[src/rtl/ex_mul_unit.sv]
// Iterative shift-add multiplier for the EX stage. Stalls the front of the pipeline while
// iterating and presents the product for exactly one advancing cycle.
module ex_mul_unit #(
  parameter int unsigned WIDTH = 32
) (
  input  logic               clk_i,
  input  logic               rst_i,
  input  logic               start_i,
  input  logic               flush_i,
  input  logic [WIDTH-1:0]   src1_i,
  input  logic [WIDTH-1:0]   src2_i,
  output logic               stall_o,
  output logic               done_o,
  output logic [WIDTH-1:0]   result_o,
  output logic [2*WIDTH-1:0] product_o
);

  localparam int unsigned CntW = $clog2(WIDTH) + 1;
  localparam logic [CntW-1:0] LastCnt = CntW'(WIDTH - 1);

  typedef enum logic [1:0] {StIdle, StBusy, StDone} state_e;

  state_e               state_q, state_d;
  logic [2*WIDTH-1:0]   mcand_q, mcand_d;
  logic [2*WIDTH-1:0]   acc_q, acc_d;
  logic [2*WIDTH-1:0]   product_q, product_d;
  logic [WIDTH-1:0]     mplier_q, mplier_d;
  logic [CntW-1:0]      count_q, count_d;
  logic                 launch;

  assign launch = (state_q == StIdle) && start_i && !flush_i;

  always_comb begin
    state_d   = state_q;
    mcand_d   = mcand_q;
    acc_d     = acc_q;
    product_d = product_q;
    mplier_d  = mplier_q;
    count_d   = count_q;
    unique case (state_q)
      StIdle: begin
        if (launch) begin
          mcand_d  = {{WIDTH{1'b0}}, src1_i};
          mplier_d = src2_i;
          acc_d    = '0;
          count_d  = '0;
          state_d  = StBusy;
        end
      end
      StBusy: begin
        if (flush_i) begin
          state_d = StIdle;
        end else begin
          if (mplier_q[0]) begin
            acc_d = acc_q + mcand_q;
          end
          mcand_d  = mcand_q << 1;
          mplier_d = mplier_q >> 1;
          count_d  = count_q + CntW'(1);
          if (count_q == LastCnt) begin
            // Capture the final sum so the product is visible during DONE itself.
            product_d = acc_d;
            state_d   = StDone;
          end
        end
      end
      StDone: begin
        state_d = StIdle;
      end
      default: begin
        state_d = StIdle;
      end
    endcase
  end

  always_ff @(posedge clk_i or negedge rst_i) begin
    if (!rst_i) begin
      state_q   <= StIdle;
      mcand_q   <= '0;
      acc_q     <= '0;
      product_q <= '0;
      mplier_q  <= '0;
      count_q   <= '0;
    end else begin
      state_q   <= state_d;
      mcand_q   <= mcand_d;
      acc_q     <= acc_d;
      product_q <= product_d;
      mplier_q  <= mplier_d;
      count_q   <= count_d;
    end
  end

  // Stall is combinational from start_i so the first EX cycle of a MUL is already frozen.
  assign stall_o   = rst_i && (launch || (state_q == StBusy));
  assign done_o    = (state_q == StDone);
  assign product_o = product_q;
  assign result_o  = product_q[WIDTH-1:0];

endmodule

[config.mk]
export PLATFORM = sky130hd
export DESIGN_NAME = ex_mul_unit
export DESIGN_NICKNAME = d
export VERILOG_FILES = /design/src/rtl/ex_mul_unit.sv
export SDC_FILE = /design/constraint.sdc
export NUM_CORES = 1
export LEC_CHECK = 0
export BUFFER_PORTS_ARGS = -buffer_cell sky130_fd_sc_hd__buf_4
export CAP_MARGIN = 20
export CORE_MARGIN = 1
export CORE_UTILIZATION = 30
export DETAILED_ROUTE_END_ITERATION = 12
export MAX_ROUTING_LAYER = met4
export SETUP_SLACK_MARGIN = 0.15
export SLEW_MARGIN = 20
export SYNTH_ARGS = -nofsm -noshare
export SYNTH_HDL_FRONTEND = slang
export SYNTH_SLANG_ARGS = --single-unit
[constraint.sdc]
create_clock -name clk_i -period 4.2 [get_ports clk_i]
set_clock_uncertainty 0.05 [all_clocks]
set_input_delay 0.42 -clock clk_i [delete_from_list [all_inputs] [get_ports clk_i]]
set_output_delay 0.42 -clock clk_i [all_outputs]
set_load 0.1 [all_outputs]
## Yosys cells after proc, flatten, opt, wreduce, memory -nomap -nowiden

Cells that the tools add are included.

- Register bits: 232
- Input bits: 68
- Output and inout bits: 98
- Logic and storage cells: 42

- $add $sub $neg: 2
- Eq/ne operators: 6
- Muxes and demuxes: 17
- Bitwise logic cells: 1
- Reduce and logical (&&, ||, !) cells: 10

Operators by type and width:

| cell | number |
|---|---|
| 64-bit 2-to-1 mux | 5 |
| 64-bit case mux with 2 select lines | 2 |
| 64-bit adder | 1 |
| 32-bit 2-to-1 mux | 2 |
| 32-bit case mux with 2 select lines | 1 |
| 6-bit 2-to-1 mux | 2 |
| 6-bit case mux with 2 select lines | 1 |
| 6-bit by 1-bit adder with 6-bit output (second input constant) | 1 |
| 6-bit by 5-bit equality test with 1-bit output (second input constant) | 1 |
| 2-bit 2-to-1 mux | 3 |
| 3-bit AND reduction | 2 |
| 2-bit != test (second input constant) | 2 |
| 2-bit case mux with 2 select lines | 1 |
| 1-bit logical AND | 3 |
| 3-bit != test (second input constant) | 1 |
| 2-bit by 1-bit equality test with 1-bit output (second input constant) | 1 |
| 2-bit equality test (second input constant) | 1 |
| 2-bit zero test | 1 |
| 2-bit AND reduction | 1 |
| 2-bit nonzero test | 1 |
| 1-bit zero test | 1 |
| 1-bit logical OR | 1 |
| 1-bit inverter | 1 |

## Logic depth before layout (Yosys ltp)

Gate-level depths: netlist of run 1.

- Depth in word-level cells: 5
- Mapped depth: 13
- Gate-level depth less buffers: 13

## Least setup slack after synthesis of run 1

Ideal clock, no wire load.

- Path kind: flip-flop to flip-flop
- Start point: register mcand_q[0]
- End point: register product_q[56] (netlist: product_o[56])
- Library setup time: 0.124 ns
- Arrival: 2.958 ns
- Data required time: 4.026 ns
- Setup slack: 1.068 ns
- Stages on the path, launching flop included: 14
- Path buffers: 0
- Clock period less this slack: 3.132 ns
- Cell sequence: dfrtp_1 > ha_1 > inv_1 > fa_1 > and2b_1 > o211ai_1 > a21o_1 > o311ai_4 > a31oi_4 > o31ai_4 > a221oi_4 > o21ai_2 > mux2i_1 > a211o_1

- Cells in the longest elaborated chain, start to end: 2

Ends and longest elaborated chain:

| item | line | text |
|---|---|---|
| start: declaration | 24 | `logic [2*WIDTH-1:0] mcand_q, mcand_d;` |
| start signal: assignment | 86 | `mcand_q <= mcand_d;` |
| 64-bit adder | 55 | `acc_d = acc_q + mcand_q;` |
| 64-bit 2-to-1 mux | 54 | `if (mplier_q[0]) begin` |
| end signal: assignment | 88 | `product_q <= product_d;` |
| end: declaration | 26 | `logic [2*WIDTH-1:0] product_q, product_d;` |

No other way between the ends.
A chain may end at the register's enable or synchronous reset.

## Worst setup path in the final report of run 1

- Start point: register mcand_q[0]
- End point: register product_q[60] (netlist: product_o[60])

The elaborated chain is that of the path after synthesis.

==> impl_metrics.csv, run 1 <==
group,metric,value,unit
clock_network,cts_buffer_depth,3,
global_route,grt_pass1_vias,11400,
clock_network,cts_tree,"built",
timing,period_needed,3.59,ns
pwr,p_leak,7.66,nW
pwr,seqPwrFrac,0.373,
timing,finalCritPeriodShare,0.854,
pwr,peakVddDrop,0.293,mV
synth,ys_types,76,
timing,finalSetupTns,0,ns
timing,max_freq,0.279,GHz
global_route,grt_max_degree,116,
clock_network,root_buffer,"clkbuf_16",
setup_path,cp-start-kind,"flip-flop",
floorplanning,row_count,78,
floorplanning,io_pins,166,
clock_network,cts_resized,0,
setup_path,crit_start,"mcand_q[0]",
clock_network,cts_setup_buffers,0,
global_route,grt_usage,0.178,
timing,slew_headroom,0.361,
setup_path,reg2reg_to,"product_o[60]",
layout,final_layout_size_suffix_gt1_frac,0.163,
synth,syn_area_per_cell,9.01,um^2
setup_path,rr_startpoint,"mcand_q[0]",
setup_path,crit_path_end_kind,"flip-flop",
clock_network,path_clk_slew,0.07,ns
synth,synth_area_leaders,"dfrtp_1 (42%), nand2_1 (7.0%), o21ai_0 (6.7%)",
placed_design,port_buffers,165,
setup_path,r2r_slack,0.61,ns
timing,finalSetupViolations,0,
pwr,switching_share,0.342,
clock_network,htreeDepth,1,
synth,synth_warnings,0,
layout,multi_input_comb_area,7330,um^2
global_route,grt_pass1_wl,65200,um
timing,hold_viol,0,
setup_path,crit_path_max_fanout,3,
run,max-cap-violations,0,
setup_path,critPathArrivalTime,3.98,ns
clock_network,insertion_delay,0.57,ns
synth,syn-cell-area,13800,um^2
outcome,outcome,"finished clean",
synth,synth_flop_cell,"dfrtp_1",
floorplanning,dieArea,46900,um^2
route,vias_per_cell,5.18,
route,vias,11600,
pwr,total_power,7.33,mW
timing,worst_slew_pin_slew,0.956,ns
placed_design,place.gp.congestion,0.915,
clock_network,cts_made_buffers,29,
timing,rsz0062_at_grt,"no",
timing,final_max_slew_viol_count,0,
setup_path,endpoint,"product_o[60]",
setup_path,critPathKind,"reg2reg",
floorplanning,placeableCoreArea,45400,um^2
pwr,power_density,447,nW/um^2
synth,synth_top_area_cell,"dfrtp_1",
pwr,pwr-share-clk,0.353,
placed_design,dpl.hpwl,29700,um
route,first_pass_iters,4,
synth,synth-edff-count,0,
pwr,p_int,4.82,mW
clock_network,cts_sinks,232,
synth,synth_top_area_frac,0.420,
floorplanning,die_height,217,um
layout,final_nets,1759,
setup_path,critical_path_required,4.60,ns
synth,synthArstFlopShare,1.00,
synth,syn-num-nets,1667,
route,drc_errors,0,
pwr,p_switching,2.51,mW
floorplanning,die_x,217,um
layout,seq_area,5810,um^2
synth,syn_inst,1534,
layout,num_antenna_cells,0,
route,drtAntennaViolNets,0,
min_path,hp-class,"in2reg",
global_route,antenna_found_initial,0,
floorplanning,start_util,0.305,
synth,ys_seq_area_frac,0.420,
layout,nFillCells,4590,
route,routed_wl,40600,um
synth,synth_seq_cells,232,
layout,area_delta_synth_final,18.7,%
setup_path,reg2reg_depth,13,
route,wl_per_cell,18.1,um
route,drtIter0Drc,701,
global_route,overflow,0,
pwr,pwr-share-comb,0.274,
per-stage QoR:
step	hold WS, ns	worst slack [ns]	utilization	cells	cell area [um^2]
3_5_place_dp	0.326	0.652	0.339	2194	15400
2_1_floorplan	0.0744	1.07	-	1534	13800
5_1_grt	0.0374	0.396	0.361	2247	16400
4_1_cts	0.0195	0.631	0.361	2247	16400
3_3_place_gp	0.322	0.732	0.339	2194	15400
6_report	0.0391	0.615	0.361	2247	16400
cells in the final DEF (no fill, tap or decap), types with 6 or more instances in the layout:
cell type	n
a211o_1	6
a211oi_1	6
a21o_1	30
a21oi_1	98
a22o_1	44
a22oi_1	20
a31oi_1	6
and3_1	12
buf_4	183
clkbuf_16	29
dfrtp_1	231
ha_1	64
inv_1	26
mux2_2	10
mux2i_1	70
nand2_1	254
nand2b_1	6
nand3_1	53
nand4_1	26
nor2_1	57
nor3_1	12
o211ai_1	9
o21a_1	19
o21ai_0	186
o21ai_1	10
o21bai_1	10
or3_1	9
xnor2_1	40
xor2_1	25
what timing repair did:
item                                    4_1_cts  5_1_grt
endpoints found under the setup margin        0        0
endpoints found under the hold margin        46        0
hold buffers                                  1        0
power by group through the flow:
stage               Clock, mW  Sequential (mW)  Combinational [mW]
floorplan                   0             2.70                1.48
global placement            0             2.75                2.00
detailed placement          0             2.77                2.01
CTS                      2.65             2.73                2.02
global route             2.75             2.77                2.24
finish                   2.59             2.73                2.01
final cells by class:
| class | instances | share of cell area |
|---|---|---|
| well taps | 600 | 0.0458 |
| repair buffers | 186 | 0.0865 |
| multi-input cells | 1149 | 0.447 |
| clock buffers | 36 | 0.0477 |
| clock inverters | 16 | 0.0127 |
| inverters | 28 | 0.00641 |
| flip-flops and latches | 232 | 0.354 |
kinds of logic after synthesis:
group	share of synthesized area
DFF	0.420
and+or+nand+nor	0.148
adders and majority gates	0.0594
AOI/OAI and AO/OA	0.221
buffers and inverters	0.0521
muxes	0.0588
xor gates and xnor gates	0.0412
registers in the layout, indices dropped and copies added (netlist names):
name       cells
product_o     64
count_q        6
acc_q         64
state_q        2
mplier_q      32
mcand_q       64
synth_stat cells (19+ instances only):
cell type / count
dfrtp_1: 232
nand4_1: 26
o21ai_0: 186
nor2_1: 58
nand3_1: 53
mux2i_1: 70
a21oi_1: 98
nand2_1: 256
buf_4: 36
ha_1: 64
o21a_1: 19
a22oi_1: 20
clkbuf_1: 74
inv_1: 26
xor2_1: 25
a22o_1: 44
a21o_1: 30
xnor2_1: 40
worst min path at each step:
stage	startpoint	to	slack [ns]	cells past startpoint
after global placement	rst_i	mplier_q[6]	0.32	1
after global routing	src2_i[31]	mplier_q[31]	0.04	2
after CTS	src1_i[7]	mcand_q[7]	0.02	3
final	src1_i[17]	mcand_q[17]	0.04	3
after floorplan	rst_i	acc_q[0]	0.07	0
after detailed placement	rst_i	mplier_q[6]	0.33	1
per-layer routing:
metal | up-vias | routed length, um | track usage
li1 | 5634 | - | -
met1 | 5645 | 19100 | 0.243
met2 | 309 | 18400 | 0.276
met3 | 50 | 2340 | 0.0323
met4 | 0 | 794 | 0.0380
met5 | - | 0 | -
worst max-delay path, cell delays in order, from the launching register on:
cell	delay, ns
dfrtp_1	0.38
ha_1	0.21
inv_1	0.07
fa_1	0.39
and2b_1	0.23
o211ai_1	0.15
a21o_1	0.26
o311ai_4	0.43
a31oi_4	0.18
o31ai_4	0.38
a221oi_4	0.14
o21ai_2	0.22
mux2i_1	0.10
a211o_1	0.27
Power figures use the tool's default switching activity.
==> run 2: changes to the inputs <==
GPL_TIMING_DRIVEN = 0   (was not set)
SLEW_MARGIN = not set   (was 20)
==> run 2 against run 1 <==
- register-to-register slack got worse by 0.31 ns
- via count up 6.0%
- maximum frequency shrank 7.9%
- die area did not move
- first-iteration DRC count grew 28%
- wire length up 17%
- critical endpoint is now product_o[61]
- largest power group unchanged
- highest routed layer unchanged
==> impl_metrics.csv, run 2 (same netlist as run 1, synthesis figures left out) <==
group,metric,value,unit
outcome,outcome,"finished clean",
setup_path,crit_start,"mcand_q[11]",
route,routed_wl,47700,um
setup_path,slowest_stage,"a32oi_1",
route,wl_per_cell,20.3,um
floorplanning,die_height,217,um
setup_path,critPathBufInv,1,
route,vias_per_cell,5.24,
setup_path,slowest_delay,0.49,ns
layout,final_common_cell,"nand2_1",
setup_path,critPathKind,"reg2reg",
setup_path,path_depth,12,
pwr,power_density,437,nW/um^2
floorplanning,die_x,217,um
clock_network,htreeDepth,1,
route,drtIter0Drc,898,
clock_network,cts_buffer_depth,3,
timing,final_max_slew_viol_count,0,
clock_network,insertion_delay,0.57,ns
clock_network,cts_sinks,232,
timing,slew_headroom,0.210,
global_route,antenna_found_initial,1,
timing,timing.hold.ws,0.0276,ns
floorplanning,placeableCoreArea,45400,um^2
setup_path,critPathArrivalTime,4.29,ns
timing,rsz0062_at_grt,"no",
setup_path,crit_path_max_fanout,7,
floorplanning,dieArea,46900,um^2
global_route,grt_pass1_wl,72700,um
placed_design,place.gp.congestion,0.951,
layout,final_cell_mix,"nand2_1 (256), dfrtp_1 (232), buf_4 (201)",
global_route,grt_pass1_vias,12100,
layout,finalNonFillerCells,2353,
global_route,grt_max_degree,94,
placed_design,dp_cells,2302,
global_route,overflow,0,
timing,finalCritPeriodShare,0.927,
setup_path,endpoint,"product_o[61]",
clock_network,cts_tree,"built",
layout,final_core_util,0.371,
timing,finalSetupViolations,0,
timing,max_freq,0.257,GHz
route,first_pass_iters,5,
setup_path,cpLargestDelayFamily,"compound AO/OA/AOI/OAI gates",
timing,worst_slew_pin_slew,1.18,ns
clock_network,path_clk_slew,0.07,ns
setup_path,cp-start-kind,"flip-flop",
route,drtAntennaViolNets,0,
run,max-cap-violations,0,
setup_path,crit_chain,"ha_1, buf_2, a21o_1, a31o_2, a221oi_2, nand3_1, a32oi_1, nand2_1, o221ai_1, xor2_1, o21ai_1, mux2_2",
timing,period_needed,3.89,ns
layout,area_delta_synth_final,21.9,%
floorplanning,start_util,0.305,
placed_design,port_buffers,165,
layout,final_nets,1866,
setup_path,r2r_slack,0.31,ns
pwr,peakVddDrop,0.335,mV
setup_path,rr_startpoint,"mcand_q[11]",
setup_path,reg2reg_depth,12,
placed_design,dpl.hpwl,36300,um
global_route,grt_usage,0.208,
setup_path,critical_path_required,4.60,ns
setup_path,crit_path_end_kind,"flip-flop",
route,drc_errors,0,
floorplanning,io_pins,166,
timing,hold_viol,0,
layout,nFillCells,4644,
setup_path,reg2reg_to,"product_o[61]",
timing,timing.final.ws_setup,0.309,ns
pwr,p_leak,7.90,nW
clock_network,root_buffer,"clkbuf_16",
layout,final_layout_size_suffix_gt1_frac,0.167,
floorplanning,row_count,78,
clock_network,cts_made_buffers,28,
min_path,hp-class,"in2reg",
placed_design,pre_cts_ws,-0.220,ns
route,vias,12300,
## run 2: worst reg2reg max path: stages (launching register included)
cell	delay [ns]
dfrtp_1	0.42
ha_1	0.30
buf_2	0.17
a21o_1	0.23
a31o_2	0.24
a221oi_2	0.35
nand3_1	0.29
a32oi_1	0.49
nand2_1	0.28
o221ai_1	0.27
xor2_1	0.22
o21ai_1	0.14
mux2_2	0.31
## run 2: what timing repair did
action,CTS,global route
hold buffers,1,0
hold endpoints to repair,60,0
buffers inserted,0,0
gates resized for setup,5,5
endpoints found under the setup margin,18,9
## run 2: per-stage QoR
step	cell area [um^2]	power, mW	setup TNS (ns)
2_1_floorplan	13800	4.18	0
3_3_place_gp	15800	4.84	-0.504
3_5_place_dp	15900	4.88	-0.880
4_1_cts	16800	7.42	0
5_1_grt	16800	7.77	0
6_report	16800	7.37	0
## run 2: final cells by class
| type | instances | area [um^2] | share of cell area |
|---|---|---|---|
| clock inverters | 10 | 108 | 0.00639 |
| inverters | 28 | 105 | 0.00624 |
| repair buffers | 169 | 1320 | 0.0783 |
| diodes | 1 | 2.50 | 0.000149 |
| plain buffers | 125 | 633 | 0.0376 |
| well taps | 600 | 751 | 0.0446 |
| multi-input cells | 1149 | 7300 | 0.433 |
| clock buffers | 39 | 823 | 0.0489 |
| flip-flops and latches | 232 | 5810 | 0.345 |
## run 2: worst min-delay path by stage
stage	from	end	slack (ns)	cells after the start
after floorplan	rst_i	acc_q[0]	0.07	0
after global placement	mplier_q[2]	mplier_q[2]	0.41	2
after detailed placement	rst_i	product_o[34]	0.36	1
after CTS	src1_i[16]	mcand_q[16]	0.008	3
after global routing	src1_i[14]	mcand_q[14]	0.03	3
final	src1_i[14]	mcand_q[14]	0.03	3
## run 2: metal layers
| layer | share of wire | vias to the layer above | global-route usage |
|---|---|---|---|
| met5 | 0 | - | - |
| met4 | 0.026 | 0 | 0.0538 |
| met3 | 0.063 | 57 | 0.0380 |
| met2 | 0.44 | 340 | 0.314 |
| met1 | 0.47 | 6080 | 0.286 |
| li1 | - | 5864 | - |
## run 2: where the power goes
group          leakage (nW)  switching [mW]  internal [mW]
sequential             3.13           0.244           2.51
combinational          4.30            1.36          0.757
clock                 0.466            1.02           1.48
total                  7.90            2.62           4.75
==> run 3: changes to the inputs <==
CELL_PAD_IN_SITES_DETAIL_PLACEMENT = 2   (was not set)
CELL_PAD_IN_SITES_GLOBAL_PLACEMENT = 2   (was not set)
PLACE_DENSITY_LB_ADDON = 0.1   (was not set)
==> run 3 against run 2 <==
- flip-flop and latch count unchanged
- clock power rose by 2%
- first-iteration DRC count is 32% lower
- sequential power about the same
- die area did not move
- global-route usage is 3.2 points higher
- setup slack worse by 0.0025 ns
- cell count increased by 0.55%
- wire length grew 14%
- critical endpoint unchanged
- non-clock buffer count is 9 higher
- register-to-register slack hardly changed
- combinational power grew 7%
==> impl_metrics.csv, run 3 (same netlist as run 1, synthesis figures left out) <==
group,metric,value,unit
clock_network,path_clk_slew,0.06,ns
min_path,min_to,"mcand_q[10]",
timing,slew_headroom,0.236,
layout,area_delta_synth_final,22.7,%
floorplanning,io_pins,166,
setup_path,critPathKind,"reg2reg",
setup_path,slowest_delay,0.63,ns
route,first_pass_iters,5,
placed_design,dpl.hpwl,41800,um
run,max-cap-violations,0,
floorplanning,die_height,217,um
route,drtAntennaViolNets,0,
setup_path,critPathArrivalTime,4.31,ns
layout,stdcell_area,17000,um^2
floorplanning,row_count,78,
floorplanning,die_x,217,um
outcome,outcome,"finished clean",
clock_network,cts_buffer_depth,3,
route,routed_wl,54600,um
layout,final_nets,1877,
setup_path,cpLargestDelayFamily,"compound AO/OA/AOI/OAI gates",
setup_path,cp-start-kind,"flip-flop",
clock_network,root_buffer,"clkbuf_16",
pwr,power_density,446,nW/um^2
clock_network,cts_sinks,232,
min_path,hold_start,"src1_i[10]",
global_route,grt_usage,0.240,
pwr,p_leak,7.96,nW
setup_path,crit_chain,"ha_1, clkbuf_1, a21oi_1, o21ai_0, a21oi_1, o311ai_0, a211oi_1, nand2_1, o221ai_1, xor2_1, o21ai_1, mux2_2",
setup_path,crit_path_end_kind,"flip-flop",
route,vias_per_cell,5.35,
timing,finalCritPeriodShare,0.927,
route,drtIter0Drc,610,
layout,final_layout_size_suffix_gt1_frac,0.168,
clock_network,htreeDepth,1,
timing,rsz0062_at_grt,"no",
timing,final_max_slew_viol_count,0,
global_route,grt_pass1_wl,83800,um
timing,worst_slew_pin_slew,1.15,ns
setup_path,rr_startpoint,"acc_q[30]",
route,wl_per_cell,23.1,um
global_route,grt_max_degree,90,
placed_design,port_buffers,165,
pwr,total_power,7.56,mW
min_path,whs_path_depth,3,
floorplanning,start_util,0.305,
floorplanning,dieArea,46900,um^2
clock_network,cts_made_buffers,30,
setup_path,critPathBufInv,1,
pwr,peakVddDrop,0.327,mV
global_route,grt_pass1_vias,13500,
timing,max_freq,0.257,GHz
min_path,hp-class,"in2reg",
layout,final_common_cell,"nand2_1",
timing,finalSetupViolations,0,
setup_path,reg2reg_to,"product_o[61]",
global_route,antenna_found_initial,1,
clock_network,insertion_delay,0.59,ns
clock_network,cts_tree,"built",
layout,final_cell_mix,"nand2_1 (256), dfrtp_1 (232), buf_4 (202)",
setup_path,slowest_stage,"o311ai_0",
clock_network,cts_setup_buffers,0,
placed_design,place.gp.congestion,0.869,
setup_path,critical_path_required,4.62,ns
setup_path,r2r_slack,0.31,ns
setup_path,critPathMostFrequentCell,"a21oi_1",
setup_path,reg2reg_depth,12,
route,vias,12700,
setup_path,crit_path_max_fanout,10,
timing,hold_viol,0,
route,drc_errors,0,
placed_design,dpl_cell_area,15900,um^2
global_route,overflow,0,
timing,period_needed,3.89,ns
floorplanning,placeableCoreArea,45400,um^2
==> run 3: report_power, final <==
part	switching [mW]	total, mW	internal [mW]	leakage, nW
registers	0.249	2.76	2.51	3.13
clock network	1.05	2.54	1.49	0.472
logic	1.49	2.26	0.769	4.36
total	2.79	7.56	4.77	7.96
==> run 3: how the worst max path moves through the flow <==
| stage | depth (start not counted) | from | slack, ns | end |
|---|---|---|---|---|
| floorplan | 13 | mcand_q[0] | 1.07 | product_o[56] |
| global placement | 10 | state_q[0] | -0.36 | product_o[31] |
| detailed placement | 10 | state_q[0] | -0.40 | product_o[31] |
| CTS | 10 | state_q[0] | 0.18 | product_o[31] |
| global route | 12 | acc_q[30] | 0.17 | product_o[61] |
| finish | 12 | acc_q[30] | 0.31 | product_o[61] |
==> run 3: final cells by class <==
class | instances | area, um^2
Clock buffer | 40 | 830
Buffer | 125 | 621
Timing Repair Buffer | 178 | 1410
Inverter | 28 | 109
Tap cell | 600 | 751
Sequential cell | 232 | 5810
Clock inverter | 12 | 114
Antenna cell | 2 | 5.00
Fill cell | 5091 | 28400
Multi-Input combinational cell | 1149 | 7310
==> run 3: repair_timing <==
action                                  in CTS  in global routing
endpoints found under the setup margin      27                  9
hold endpoints to repair                    65                  0
hold buffers                                 8                  0
gates resized for setup                      4                  6
==> run 3: through the flow <==
step	setup TNS (ns)	util	cells	worst slack, ns	hold slack [ns]
floorplan	0	-	1534	1.07	0.0744
finish	0	0.374	2366	0.306	0.0298
global route	0	0.374	2365	0.171	0.0203
CTS	0	0.373	2363	0.183	0.00246
global placement	-2.73	0.348	2299	-0.355	0.410
detailed placement	-3.91	0.350	2303	-0.397	0.336
==> run 3: worst register-to-register path: stages, from the launching register on <==
cell	delay, ns
dfrtp_1	0.44
ha_1	0.30
clkbuf_1	0.43
a21oi_1	0.12
o21ai_0	0.33
a21oi_1	0.17
o311ai_0	0.63
a211oi_1	0.22
nand2_1	0.25
o221ai_1	0.19
xor2_1	0.23
o21ai_1	0.12
mux2_2	0.31
==> run 3: routing by layer <==
metal  vias to the layer above  global-route usage  routed length, um  share of wire
li1                       5877                   -                  -              -
met1                      6491               0.320              25700           0.47
met2                       224               0.387              25600           0.47
met3                        66              0.0327               2080          0.038
met4                         0              0.0545               1170          0.021
met5                         -                   -                  0              0
